`src/rtl/dsp48a1_op_sequencer.sv`:
```
// Command sequencer for one DSP48A1 slice: issues ops with hazard and credit checks,
// tracks them through the 4-stage slice pipeline and buffers P/CARRYOUT in a result FIFO.
module dsp48a1_op_sequencer #(
    parameter int unsigned FIFO_DEPTH = 4
) (
    input  logic        clk,
    input  logic        rst_n,
    input  logic        cmd_valid,
    output logic        cmd_ready,
    input  logic [2:0]  cmd_op,
    input  logic [17:0] cmd_a,
    input  logic [17:0] cmd_b,
    input  logic [17:0] cmd_d,
    input  logic [47:0] cmd_c,
    output logic [17:0] dsp_A,
    output logic [17:0] dsp_B,
    output logic [17:0] dsp_D,
    output logic [47:0] dsp_C,
    output logic [7:0]  dsp_OPMODE,
    output logic        dsp_CARRYIN,
    output logic        dsp_CE1,
    output logic        dsp_CEC,
    output logic        dsp_CE2,
    output logic        dsp_CEM,
    output logic        dsp_CEP,
    output logic        dsp_RST,
    input  logic [47:0] dsp_P,
    input  logic        dsp_CARRYOUT,
    output logic        res_valid,
    input  logic        res_ready,
    output logic [47:0] res_p,
    output logic        res_carry,
    output logic        op_err
);

    localparam int unsigned PW = $clog2(FIFO_DEPTH);
    localparam int unsigned CW = $clog2(FIFO_DEPTH + 4) + 1;

    typedef enum logic [2:0] {
        OP_MUL        = 3'd0,
        OP_PREADD_MUL = 3'd1,
        OP_PRESUB_MUL = 3'd2,
        OP_MUL_ADD_C  = 3'd3,
        OP_MAC_ACC    = 3'd4,
        OP_C_SUB_MUL  = 3'd5
    } op_e;

    logic          rst_q, rst_d;
    logic [4:1]    v_q, v_d;
    logic [7:0]    last_opmode_q, last_opmode_d;
    logic          op_err_q, op_err_d;
    logic [PW-1:0] wr_ptr_q, wr_ptr_d;
    logic [PW-1:0] rd_ptr_q, rd_ptr_d;
    logic [CW-1:0] count_q, count_d;
    logic [48:0]   mem_q [FIFO_DEPTH];

    logic [7:0]    cmd_opmode;
    logic          uses_c;
    logic          bad_op;
    logic [CW-1:0] inflight;
    logic          credit_ok;
    logic          hazard_ok;
    logic          issue;
    logic          push;
    logic          pop;

    // Op decode. NOTE: every variable written here gets a default first, so no path
    // through the case can leave one unassigned and infer a latch.
    always_comb begin
        cmd_opmode = 8'h01;
        uses_c     = 1'b0;
        bad_op     = 1'b0;
        case (cmd_op)
            OP_MUL:        cmd_opmode = 8'h01;
            OP_PREADD_MUL: cmd_opmode = 8'h11;
            OP_PRESUB_MUL: cmd_opmode = 8'h51;
            OP_MUL_ADD_C: begin
                cmd_opmode = 8'h0D;
                uses_c     = 1'b1;
            end
            OP_MAC_ACC:    cmd_opmode = 8'h09;
            OP_C_SUB_MUL: begin
                cmd_opmode = 8'h8D;
                uses_c     = 1'b1;
            end
            default:       bad_op = 1'b1;
        endcase
    end

    // The slice has one OPMODE and one C register, so in-flight ops must share them.
    always_comb begin
        inflight  = CW'(v_q[1]) + CW'(v_q[2]) + CW'(v_q[3]) + CW'(v_q[4]);
        credit_ok = (count_q + inflight) < CW'(FIFO_DEPTH);
        hazard_ok = (v_q == 4'b0000) || (!uses_c && (cmd_opmode == last_opmode_q));
        cmd_ready = !rst_q && credit_ok && hazard_ok;
        issue     = cmd_valid && cmd_ready;
        push      = v_q[4];
        pop       = res_valid && res_ready;
    end

    always_comb begin
        rst_d         = 1'b0;
        v_d           = {v_q[3:1], issue};
        last_opmode_d = issue ? cmd_opmode : last_opmode_q;
        op_err_d      = op_err_q || (issue && bad_op);
        wr_ptr_d      = wr_ptr_q + PW'(push);
        rd_ptr_d      = rd_ptr_q + PW'(pop);
        count_d       = count_q + CW'(push) - CW'(pop);
    end

    // NOTE: sequential state uses non-blocking assignments so every flop samples
    // pre-edge values regardless of statement order.
    always_ff @(posedge clk or negedge rst_n) begin
        if (!rst_n) begin
            rst_q         <= 1'b1;
            v_q           <= '0;
            last_opmode_q <= 8'h00;
            op_err_q      <= 1'b0;
            wr_ptr_q      <= '0;
            rd_ptr_q      <= '0;
            count_q       <= '0;
        end else begin
            rst_q         <= rst_d;
            v_q           <= v_d;
            last_opmode_q <= last_opmode_d;
            op_err_q      <= op_err_d;
            wr_ptr_q      <= wr_ptr_d;
            rd_ptr_q      <= rd_ptr_d;
            count_q       <= count_d;
        end
    end

    // NOTE: the storage array has no reset; emptiness is carried by count_q alone,
    // so stale entries are never visible.
    always_ff @(posedge clk) begin
        if (push) begin
            mem_q[wr_ptr_q] <= {dsp_CARRYOUT, dsp_P};
        end
    end

    assign dsp_A       = cmd_a;
    assign dsp_B       = cmd_b;
    assign dsp_D       = cmd_d;
    assign dsp_C       = cmd_c;
    assign dsp_OPMODE  = issue ? cmd_opmode : last_opmode_q;
    assign dsp_CARRYIN = 1'b0;
    assign dsp_CE1     = issue;
    assign dsp_CEC     = issue && uses_c;
    assign dsp_CE2     = v_q[1];
    assign dsp_CEM     = v_q[2];
    assign dsp_CEP     = v_q[3];
    assign dsp_RST     = rst_q;

    assign res_valid              = (count_q != '0);
    assign {res_carry, res_p}     = mem_q[rd_ptr_q];
    assign op_err                 = op_err_q;

endmodule
```
`config.mk`:
```
export PLATFORM = sky130hd
export DESIGN_NAME = dsp48a1_op_sequencer
export DESIGN_NICKNAME = d
export VERILOG_FILES = /design/src/rtl/dsp48a1_op_sequencer.sv
export SDC_FILE = /design/constraint.sdc
export NUM_CORES = 1
export LEC_CHECK = 0
export CAP_MARGIN = 20
export CORE_UTILIZATION = 35
export CTS_BUF_LIST = sky130_fd_sc_hd__clkbuf_4 sky130_fd_sc_hd__clkbuf_8
export DETAILED_ROUTE_END_ITERATION = 12
export PLACE_DENSITY = 0.65
export SLEW_MARGIN = 20
export SYNTH_ARGS = -nofsm -noshare
export SYNTH_HDL_FRONTEND = slang
export SYNTH_SLANG_ARGS = --single-unit
```
`constraint.sdc`:
```
create_clock -name clk -period 12 [get_ports clk]
set_clock_uncertainty 0.2 [all_clocks]
set_input_delay 1.2 -clock clk [delete_from_list [all_inputs] [get_ports clk]]
set_output_delay 1.2 -clock clk [all_outputs]
set_load 0.02 [all_outputs]
```
==> results.cfg, run 1 <==
[clock_tree]
cts_buffers = 37
clock_path_buffers = 3
htreeDepth = 2
cts_hold_buf = 0
clk_pin_slew_ns = 0.06
cts-resized-gates = 0
cts_tree = built
clkSinkCount = 218
root_buffer = clkbuf_8
clk_latency_ns = 0.50
post_cts_buffers = 0

[finish]
drive_above_1_share = 0.244
final_common_cell = edfxtp_1
nFillCells = 2192
final_util = 0.423
final_nets = 693
n_antenna_cell = 0
fin_area_um2 = 10700
area_delta_synth_final_pct = 18.1
most-common-layout-cells = 196 x edfxtp_1, 120 x clkdlybuf4s50_1, 49 x mux4_2, 37 x clkbuf_8, 19 x dfrtp_1

[route]
drt_first_pass_iters = 4
drt_iter0_markers = 215
vias_per_cell = 4.80
drt_wl_total_mm = 19.5
ant_nets = 0
route.detailed.drc = 0
num_vias = 4218
avgRoutedWirePerCell_um = 22.1

[power_and_ir_drop]
p_leak_nw = 3.61
ir_worst_vdd_mv = 0.0938
finalPower_mw = 2.39
cellPowerDensity_nw_per_um2 = 224

[setup_path]
critPathMaxStageDelay_ns = 0.65
crit_family = buffers and inverters
cp_cell_sequence = clkdlybuf4s50_1 -> inv_2 -> ha_1 -> o21ai_0 -> a21oi_1 -> o21bai_1 -> a211oi_4 -> mux2i_1 -> clkdlybuf4s50_1
crit_path_top_delay_cell = clkdlybuf4s50_1
r2r-start = v_q[4]
end_kind = output port
r2r_cells = 7
worstPathArrival_ns = 4.10
path_max_fanout = 8
cp_num_cells = 9
path_class = input pin to output port
cpMostUsedCell = clkdlybuf4s50_1
setup.worst_path.start_class = input pin
crit_start = cmd_op[1]
cp_data_required_time_ns = 10.60
path_buf_inv = 3

[outcome]
status = complete, no violations

[floorplanning]
die_y_um = 163
die_w_um = 163
ioPinCount = 327
core_area_um2 = 25300
placementRows = 58
start_util = 0.358
dieArea_um2 = 26500

[timing]
worst_slack_ns = 6.50
max_slew.worst_pin.slew_ns = 0.800
min_period_ns = 5.50
fin_crit_sh = 0.458
setup_tns_ns = 0
maxSlewHeadroom = 0.467
setup-violations-final = 0
finalHoldViolCount = 0
rsz0062_at_grt = false
max_clock_freq_mhz = 182
drv_slew = 0

[global_routing]
antenna_found_initial = 0
grt.total_usage = 0.147
grt_max_degree = 51
grt_pass1_wl_mm = 28.6
overflow = 0
grt_pass1_vias = 4593

[synthesis]
synthDistinctLibCells = 43
synth_cells = 469
yosysWarnings = 0
ys_seq_area_frac = 0.712
ys_ff_latch = 218
synth_area_per_cell_um2 = 19.3
syn-cell-area_um2 = 9040

[job]
maxCapViolations = 0

[placement]
pre_cts_slack_ns = 6.49
placed_area_um2 = 9900
numPortBuffers = 121
dpl.hpwl_mm = 12.7
gp_congestion = 0.774

[hold_path]
min_from = v_q[3]
min-delay-path-class = flop to flop
whs_path_depth = 0
[state kept, by name, indices dropped and copies added, names as in the netlist]
name / count
op_err: 1
last_opmode_q: 8
wr_ptr_q: 2
v_q: 4
rd_ptr_q: 2
dsp_RST: 1
mem_q: 196
count_q: 4
[layer usage]
metal | part of all wire | GRT usage | up-vias
met5 | 0 | 0 | -
met1 | 0.34 | 0.151 | 2108
met4 | 0.039 | 0.0637 | 0
li1 | - | - | 1822
met2 | 0.51 | 0.248 | 213
met3 | 0.11 | 0.0772 | 75
[cell type report]
class	count	area (um^2)	area share
Sequential cell	218	6440	0.603
Multi-Input combinational cell	123	1740	0.163
Timing Repair Buffer	127	1270	0.119
Clock buffer	43	554	0.0519
Tap cell	330	413	0.0387
Clock inverter	24	201	0.0189
Inverter	14	52.6	0.00492
[metrics by stage]
stage / cells / hold slack, ns
2_1_floorplan: 470 / 0.277
3_3_place_gp: 811 / 0.228
3_5_place_dp: 811 / 0.233
4_1_cts: 878 / 0.251
5_1_grt: 879 / 0.261
6_report: 879 / 0.254
[where the power goes]
| part | total (mW) | internal, mW | switching (mW) |
|---|---|---|---|
| clock network | 0.671 | 0.377 | 0.294 |
| registers | 0.947 | 0.895 | 0.0521 |
| logic | 0.769 | 0.395 | 0.374 |
[cell usage after synthesis]
cell	instances	area, um^2
clkbuf_1	6	22.5
nor4_1	1	6.26
nor2_1	4	15.0
nand2b_1	2	12.5
ha_1	12	150
o21bai_1	1	7.51
a211oi_4	1	20.0
o21ba_2	1	10.0
mux2_4	1	15.0
a21oi_1	4	20.0
mux2i_1	3	30.0
a31oi_1	3	18.8
inv_1	13	48.8
a21o_2	1	8.76
and2_2	1	7.51
edfxtp_1	196	5890
and3b_1	2	17.5
nor4_4	1	21.3
nand3_1	3	15.0
mux2_2	1	11.3
o21a_1	1	7.51
o21ai_0	4	20.0
and2b_1	2	15.0
nor4b_1	1	8.76
a21o_1	2	15.0
fa_1	2	40.0
o31ai_1	1	7.51
dfstp_2	1	26.3
or2_2	2	12.5
nor3_1	1	5.00
and3_1	1	6.26
nand2_1	3	11.3
nor3b_1	3	22.5
buf_2	5	25.0
dfrtp_1	21	526
buf_1	1	3.75
xnor2_1	2	17.5
xor2_1	4	35.0
buf_4	103	773
conb_1	1	3.75
inv_2	1	3.75
mux4_2	49	1100
and2_1	1	6.26
[path summary, 6_finish.rpt]
| check | to | slack [ns] |
|---|---|---|
| max in group asynchronous | rd_ptr_q[0] | 10.73 |
| min reg2reg | v_q[4] | 0.25 |
| min in group asynchronous | last_opmode_q[0] | 0.47 |
| min | v_q[4] | 0.25 |
| max reg2reg | last_opmode_q[6] | 8.98 |
| max | dsp_OPMODE[3] | 6.50 |
[cells by family (layout without fill, tap and decap cells)]
| group | after synthesis | after routing | synth area share |
|---|---|---|---|
| xor gates and xnor gates | 6 | 6 | 0.00581 |
| buffers and inverters | 129 | 208 | 0.0970 |
| DFF | 218 | 218 | 0.712 |
| other | 1 | 2 | 0.000415 |
| and+or+nand+nor | 28 | 28 | 0.0202 |
| adders and majority gates | 14 | 14 | 0.0210 |
| AOI/OAI and AO/OA | 19 | 19 | 0.0150 |
| muxes | 54 | 54 | 0.128 |
Power figures use the tool's default switching activity.
==> run 2, diff against run 1 <==
==> constraint.sdc (replaced) <==
create_clock -name clk -period 5.1 [get_ports clk]
set_clock_uncertainty 0.2 [all_clocks]
set_input_delay 0.51 -clock clk [delete_from_list [all_inputs] [get_ports clk]]
set_output_delay 0.51 -clock clk [all_outputs]
set_load 0.02 [all_outputs]
==> run 2 against run 1 <==
Via count is 0.38% lower; sequential share of layout area is 0.24 points higher; total power is 130% higher; worst hold slack better by 0.0031 ns; critical path depth is 1 lower; non-clock buffer count is 1 higher; final cell count is 0.34% higher; clock power is 120% higher; die area stayed put; largest cell class unchanged; global-route usage hardly changed.
==> results.cfg, run 2 (synthesized netlist as in run 1, its figures left out) <==
[hold_path]
min_from = v_q[3]
whs_path_depth = 0
min_to = v_q[4]
min-delay-path-class = flop to flop

[placement]
placed_area_um2 = 9900
dpl.hpwl_mm = 13.1
numPortBuffers = 121
gp_congestion = 0.754

[power_and_ir_drop]
seq_power_share = 0.413
switching_share = 0.304
p_comb_frac = 0.323
switchingPower_mw = 1.67
p_leak_nw = 3.58
cellPowerDensity_nw_per_um2 = 516
ir_worst_vdd_mv = 0.228
internal_power_mw = 3.82
power_frac_clock = 0.263

[setup_path]
setup.worst_path.start_class = flop
end_kind = output port
path_class = flop to output port
rr_endpoint = last_opmode_q[6]
r2r-start = v_q[4]
crit_start = v_q[4]
path_max_fanout = 8
critPathMaxStageDelay_ns = 0.68
worstPathArrival_ns = 3.78
rrSetupSlack_ns = 2.07
cp_data_required_time_ns = 4.39
cp_cell_sequence = fa_1 -> ha_1 -> a21o_2 -> a21oi_1 -> mux2i_1 -> or2_2 -> o31ai_1 -> clkdlybuf4s50_1
r2r_cells = 7
crit_path_top_delay_cell = clkdlybuf4s50_1

[finish]
largest_reg_flops = 196
seq_area_um2 = 6440
most-common-layout-cells = 196 x edfxtp_1, 120 x clkdlybuf4s50_1, 49 x mux4_2, 38 x clkbuf_8, 19 x dfrtp_1
final_nets = 695
nFillCells = 2219
multi_input_area_um2 = 1740
fin_area_um2 = 10600
drive_above_1_share = 0.234
regMostFlops = mem_q
final_common_cell = edfxtp_1
area_delta_synth_final_pct = 17.7
reg.largest.list = mem_q (196), last_opmode_q (8)
n_antenna_cell = 0

[floorplanning]
ioPinCount = 327
core_area_um2 = 25300
placementRows = 58
die_w_um = 163
dieArea_um2 = 26500
start_util = 0.358
die_y_um = 163

[timing]
rsz0062_at_grt = false
maxSlewHeadroom = 0.426
timing.hold.ws_ns = 0.257
setup-violations-final = 0
min_period_ns = 4.49
drv_slew = 0
fin_crit_sh = 0.881
setup_tns_ns = 0
max_clock_freq_mhz = 222
finalHoldViolCount = 0
max_slew.worst_pin.slew_ns = 0.858

[clock_tree]
clkSinkCount = 218
post_cts_buffers = 0
cts-resized-gates = 0
clk_latency_ns = 0.51
cts_tree = built
cts_hold_buf = 0
htreeDepth = 2
clk_pin_slew_ns = 0.06
cts_buffers = 38
root_buffer = clkbuf_8
clock_path_buffers = 3

[global_routing]
grt_max_degree = 51
grt.total_usage = 0.147
antenna_found_initial = 0
grt_pass1_vias = 4587
grt_pass1_wl_mm = 28.6
overflow = 0

[route]
drt_iter0_markers = 258
drt_wl_total_mm = 19.5
drt_first_pass_iters = 5
ant_nets = 0
num_vias = 4202
vias_per_cell = 4.76
avgRoutedWirePerCell_um = 22.1
route.detailed.drc = 0

[job]
maxCapViolations = 0

[outcome]
status = complete, no violations
run 2: cell types whose count changed in the layout (fill, tap and decap cells not counted):
cell / change
dlygate4sd3_1: +1
clkbuf_4: +5
clkinv_1: +7
clkbuf_8: +1
clkinv_2: -8
bufinv_16: -3
run 2: routing by layer:
| layer | vias up | GRT usage | share of wire |
|---|---|---|---|
| met3 | 72 | 0.0754 | 0.11 |
| met5 | - | 0 | 0 |
| met1 | 2092 | 0.149 | 0.33 |
| met4 | 0 | 0.0646 | 0.039 |
| li1 | 1816 | - | - |
| met2 | 222 | 0.251 | 0.51 |
run 2: critical path: cells and delay by family, from the launching register on:
family          cells  cell delay [ns]
fa+ha+maj           2             0.77
flops               1             0.48
buf+inv             1             0.68
simple gates        1             0.36
compound gates      3             0.78
mux                 1             0.21
run 2: worst max path at each step:
stage | to | slack, ns | depth (start not counted)
2_1_floorplan | mem_q[0][0] | 0.30 | 1
3_3_place_gp | dsp_OPMODE[3] | 1.07 | 9
3_5_place_dp | dsp_OPMODE[3] | 0.92 | 9
4_1_cts | dsp_OPMODE[3] | 0.54 | 8
5_1_grt | dsp_OPMODE[3] | 0.33 | 8
6_report | dsp_OPMODE[2] | 0.61 | 8
run 2: metrics by stage:
step,total power [mW],utilization,instances,setup WS (ns)
6_report,5.49,0.421,882,0.605
3_5_place_dp,4.09,0.392,811,0.920
3_3_place_gp,4.05,0.392,811,1.07
4_1_cts,5.57,0.420,880,0.538
2_1_floorplan,3.47,-,470,0.298
5_1_grt,5.78,0.421,882,0.332
run 2: area by class of cell:
type                            instances  area share
Sequential cell                       218       0.606
Multi-Input combinational cell        123       0.164
Timing Repair Buffer                  128       0.120
Clock buffer                           49      0.0569
Tap cell                              330      0.0388
Clock inverter                         20     0.00918
Inverter                               14     0.00494
run 2: power by group through the flow:
stage	Combinational (mW)	Clock (mW)	Sequential, mW
2_1_floorplan	1.26	0	2.21
3_3_place_gp	1.67	0	2.38
3_5_place_dp	1.70	0	2.39
4_1_cts	1.71	1.51	2.35
5_1_grt	1.90	1.58	2.29
6_report	1.77	1.45	2.27
